$ cat src/rtl/tt_um_accum_step_decoder.sv
// tt_um_accum_step_decoder
// Recovers the constant step of the companion 16-bit step accumulator tile by
// watching its high byte. Over 256 clocks the high byte advances by exactly the
// step (mod 256), so each 256-cycle window yields one step estimate. 2^AVG_LOG2
// consecutive windows are summed and averaged into one result. The result is
// offered on uo_out with a valid/ack handshake on the bidirectional pins.
// AVG_LOG2 must be in 0..3.

module tt_um_accum_step_decoder #(
    parameter int AVG_LOG2 = 0
) (
    input  logic       clk,
    input  logic       rst_n,
    input  logic       ena,
    input  logic [7:0] ui_in,
    output logic [7:0] uo_out,
    input  logic [7:0] uio_in,
    output logic [7:0] uio_out,
    output logic [7:0] uio_oe
);

    localparam logic [1:0] S_IDLE    = 2'b00;
    localparam logic [1:0] S_MEASURE = 2'b01;
    localparam logic [1:0] S_DONE    = 2'b10;

    localparam int SUM_W = 8 + AVG_LOG2;
    localparam logic [AVG_LOG2:0] WIDX_LAST = (AVG_LOG2 + 1)'((1 << AVG_LOG2) - 1);

    logic [1:0]        state;
    logic [7:0]        ref_val;
    logic [7:0]        cnt;
    logic [SUM_W-1:0]  sum;
    logic [AVG_LOG2:0] widx;
    logic              start_prev;
    logic [7:0]        result;
    logic              valid;
    logic              overrun;

    logic              start;
    logic              ack;
    logic              cont;
    logic              start_edge;
    logic              win_end;
    logic              final_win;
    logic [7:0]        delta;
    logic [SUM_W-1:0]  sum_next;
    logic [7:0]        avg;
    logic              unused_ok;

    assign start = uio_in[0];
    assign ack   = uio_in[1];
    assign cont  = uio_in[2];

    // ena and the upper bidirectional inputs have no function in this block
    assign unused_ok = &{1'b0, ena, uio_in[7:3]};

    assign start_edge = start & ~start_prev;
    assign win_end    = (state == S_MEASURE) && (cnt == 8'hFF);
    assign final_win  = win_end && (widx == WIDX_LAST);

    // The 8-bit modulo subtraction absorbs wrap-around of the observed high byte
    assign delta    = ui_in - ref_val;
    assign sum_next = sum + SUM_W'(delta);
    assign avg      = 8'(sum_next >> AVG_LOG2);

    // Remember the previous start level so only a rising edge launches a measurement
    always_ff @(posedge clk or negedge rst_n) begin
        if (!rst_n) begin
            start_prev <= 1'b0;
        end else begin
            start_prev <= start;
        end
    end

    // Measurement sequencer: window counter, reference sample and window sum
    always_ff @(posedge clk or negedge rst_n) begin
        if (!rst_n) begin
            state   <= S_IDLE;
            ref_val <= 8'd0;
            cnt     <= 8'd0;
            sum     <= '0;
            widx    <= '0;
        end else begin
            case (state)
                S_IDLE: begin
                    if (start_edge) begin
                        ref_val <= ui_in;
                        cnt     <= 8'd0;
                        sum     <= '0;
                        widx    <= '0;
                        state   <= S_MEASURE;
                    end
                end
                S_MEASURE: begin
                    cnt <= cnt + 8'd1;
                    if (win_end) begin
                        ref_val <= ui_in;
                        if (final_win) begin
                            sum  <= '0;
                            widx <= '0;
                            cnt  <= 8'd0;
                            if (!cont) begin
                                state <= S_DONE;
                            end
                        end else begin
                            sum  <= sum_next;
                            widx <= widx + 1'b1;
                        end
                    end
                end
                S_DONE: begin
                    if (ack) begin
                        state <= S_IDLE;
                    end
                end
                default: begin
                    state <= S_IDLE;
                end
            endcase
        end
    end

    // Result register and handshake flags; a result write takes priority over ack
    always_ff @(posedge clk or negedge rst_n) begin
        if (!rst_n) begin
            result  <= 8'd0;
            valid   <= 1'b0;
            overrun <= 1'b0;
        end else if (final_win) begin
            result <= avg;
            valid  <= 1'b1;
            if (ack) begin
                overrun <= 1'b0;
            end else if (valid) begin
                overrun <= 1'b1;
            end
        end else if (ack) begin
            valid   <= 1'b0;
            overrun <= 1'b0;
        end
    end

    assign uo_out  = result;
    assign uio_out = {state, overrun, (state == S_MEASURE), valid, 3'b000};
    assign uio_oe  = 8'b1111_1000;

endmodule

$ cat config.mk
export PLATFORM = sky130hd
export DESIGN_NAME = tt_um_accum_step_decoder
export DESIGN_NICKNAME = d
export VERILOG_FILES = /design/src/rtl/tt_um_accum_step_decoder.sv
export SDC_FILE = /design/constraint.sdc
export NUM_CORES = 1
export LEC_CHECK = 0
export ABC_CLOCK_PERIOD_IN_PS = 5100
export BUFFER_PORTS_ARGS = -buffer_cell sky130_fd_sc_hd__buf_2
export CORE_UTILIZATION = 55
export CTS_BUF_LIST = sky130_fd_sc_hd__clkbuf_16
export DETAILED_ROUTE_END_ITERATION = 12
export PLACE_DENSITY = 0.78
export SLEW_MARGIN = 20
export SYNTH_ARGS = -nofsm -noshare
export SYNTH_HDL_FRONTEND = slang
export SYNTH_SLANG_ARGS = --single-unit
$ cat constraint.sdc
create_clock -name clk -period 5.1 [get_ports clk]
set_input_delay 1.02 -clock clk [delete_from_list [all_inputs] [get_ports clk]]
set_output_delay 1.02 -clock clk [all_outputs]
set_load 0.02 [all_outputs]
==> results.md <==
* Layout-stage area growth over the synthesis result at 10.2%
* Final-report hold violation count at 0
* DRC errors left at 0
* Fraction of layout instances using a drive strength above 1 at 24.6%
* Critical path data required time at 5320 ps
* Number of placement rows at 23
* Switching share of power at 40.6%
* Most frequently used flop master after synthesis: dfrtp_1
* Type of the most critical hold path: flip-flop to flip-flop
* Via count of the first global-routing pass at about 1400
* Commonest cells in the synthesized netlist: dfrtp_1 (38), inv_1 (35), mux2_2 (15), buf_4 (13)
* Share of the clock period used by the worst path after layout at 61.0%
* Number of instances in the synthesized netlist at 210
* Total number of clock tree sinks at 38
* Signal arrival time at the worst endpoint at 3330 ps
* Type of the worst setup path: primary input to flip-flop
* Cell types with the largest area share after synthesis: dfrtp_1 (42%), mux2_2 (7.4%), fa_1 (6.1%)
* Summed instance area of the synthesized netlist at ~2300 um2
* Number of DRC markers in iteration 0 at about 90
* Clock Pin Slew Worst Setup and Hold Paths at 50 ps
* Static leakage at 0.00125 uW
* Cell area after placement at approximately 2400 um2
* Number of synthesized register bits at 38
* Top cell type's share of synthesized area at 41.6%
* Max-slew violation count at 0
* Critical path peak fanout at 3
* Total congestion overflow after global routing at 0
* Drt first pass iters at 4
* Setup ws final at 1990 ps
* Number of standard cells in the layout, taps in and fillers out at roughly 290
* Post-synthesis sequential area ratio at 41.6%
* Fin crit period at 3110 ps
* Area of the core at 4000 um2
* Part of the total power dissipated in sequential elements at 30.7%
* Number of placed instances, taps included at roughly 280
* Pin slew with the least headroom to its limit at 835 ps
* Count of different cell masters after synthesis at 47
* Number of cells upsized or downsized after cts at 0
* Antenna-violating nets left at 0
* Syn. warnings at 0
* Number of nets at the end of the flow at 271
* Overall power consumption at 1400 uW
* Final setup violation count at 0
* Cell at the root of the clock tree: clkbuf_16
* Wire length after detailed routing at 4000 um
* Run status: completed
* Unrepaired setup endpoints after global routing: false
* Wirelength per Cell at 14.0 um
* Internal cell power at roughly 830 uW
* IO Pins at 43
* Final Wtd Congestion at 0.803
* Antenna violations before repair at 0
* Portion of total power attributed to combinational logic at between 40% and 50%
* Clock share of power at 20.4%
* Area occupied by multi-input gates at 1110 um2
* Switching power summed over all nets at 567 uW
* Number of flops mapped to enable cells by yosys at 0
* Die span in y at 66.5 um
* Worst setup skew after layout at 2.22 ps
* Max Clk Rate at 0.322 GHz
* Post-detail-place hpwl at 2910 um
* Number of inserted filler cells in the final layout at roughly 320
* Crit path launch type: primary input
* Pin count of the biggest net entering global routing at 39
* Area used by sequential logic in the layout at ~950 um2
* Final-layout setup total negative slack at 0 ps
* Vias per Instance at around 5.4
* Relative slew slack at between 40 and 50%
* CTS buffer count at 5
* Area of all placed cells without fillers at 2520 um2
* Effective utilization at floorplan at 57.1%
* Bufs on Longest Clock Path at 2
* Global-route wire length before repair at slightly below 7000 um
* Ant diodes at 0
* Post-CTS repair timing setup buffer count at 0
* Max-cap violation count at 0
* Port-buffer cells at 25
* Number of buffers added to fix hold violations after cts at 0
* IR Drop Worst-Case VDD at around 0.34 mV
* Die Width at 66.5 um
* DIE AREA at 4420 um2
* Average size of a mapped cell at 10.9 um2
* Async S/R FF share, synth at 100%
* Power per standard cell area at roughly 550 nW/um2
* Clock tree from TritonCTS: yes
* Pre-CTS setup slack at between 1500 and 2000 ps
* Number of vias after detailed routing at 1552
* Biggest area consumer among synthesized cells: dfrtp_1
* Clock latency on the worst-skew pair at 280 ps
* Worst Setup End Kind: flip-flop
* CTS HTree Levels at 2
* Total GRT Usage at 21.4%
* Leading cell type by number of instances after synthesis: dfrtp_1
cell type report:
class | count | area share [%]
sequential | 38 | 37.8
timing repair buffer | 25 | 4.97
clock inverter | 2 | 0.298
clock buffer | 5 | 4.97
inverter | 36 | 5.37
tap | 50 | 2.48
multi-input combinational | 130 | 44.2
final timing paths:
| kind | start | endpoint | slack, ps | cells past startpoint |
|---|---|---|---|---|
| worst max-delay path | ui_in[1] | uo_out[6]$_DFFE_PN0P_ | 1990 | 9 |
| worst min register to register | cnt[0]$_DFFE_PN0P_ | cnt[0]$_DFFE_PN0P_ | 500 | 1 |
| max in group asynchronous | rst_n | cnt[0]$_DFFE_PN0P_ | 3730 | 1 |
| worst max register to register | ref_val[1]$_DFFE_PN0P_ | uo_out[6]$_DFFE_PN0P_ | 2510 | 7 |
| worst min-delay path | cnt[0]$_DFFE_PN0P_ | cnt[0]$_DFFE_PN0P_ | 500 | 1 |
| min in group asynchronous | rst_n | ref_val[3]$_DFFE_PN0P_ | 850 | 1 |
metrics by stage:
step,util [%],hold WS [ps]
6_report,63.0,497
3_5_place_dp,59.6,488
2_1_floorplan,-,464
5_1_grt,63.0,519
4_1_cts,63.0,499
3_3_place_gp,59.6,484
state kept, by name, summed over array words and instances (netlist names):
signal and count:
cnt 8, ref_val 8, sum 8, uo_out 8
state 2, overrun 1, start_prev 1, valid 1
widx 1
per-layer routing:
layer | GRT usage (%) | wire (um) | up-vias | part of all wire, %
li1 | - | - | 745 | -
met1 | 30.3 | 1820 | 739 | 46
met2 | 30.5 | 1800 | 64 | 45
met3 | 5.65 | 298 | 4 | 7.5
met4 | 9.57 | 82 | 0 | 2.1
met5 | 0 | 0 | - | 0
power groups by stage:
stage	Combinational [uW]	Sequential, uW	Clock [uW]
final	684	429	285
after global routing	772	440	304
after CTS	691	429	291
after detailed placement	687	434	0
after global placement	668	430	0
after floorplan	556	438	0
cells in the final DEF (no fill, tap or decap), drive strengths merged, types with 8 or more instances in the layout:
cell type,netlist,final
conb,2,11
ha,9,9
nand2,8,8
a21oi,9,9
buf,15,25
a22o,9,9
nor2,8,8
mux2,15,15
dfrtp,38,38
inv,36,38
cells by family after synthesis:
kind of cell,Yosys count,share of synthesized area (%)
AOI/OAI and AO/OA,50,16.2
xor gates and xnor gates,7,2.68
adders and majority gates,16,11.1
buffers and inverters,51,11.2
DFF,38,41.6
muxes,16,7.83
other,2,0.329
and+or+nand+nor,30,9.15
worst max-delay path, stage by stage:
cell	delay, ps
buf_2	100
inv_1	60
fa_1	540
inv_1	70
fa_1	470
a211o_1	310
a2111o_1	360
o311ai_0	140
mux2_2	240
(Power assumes the default switching activity.)
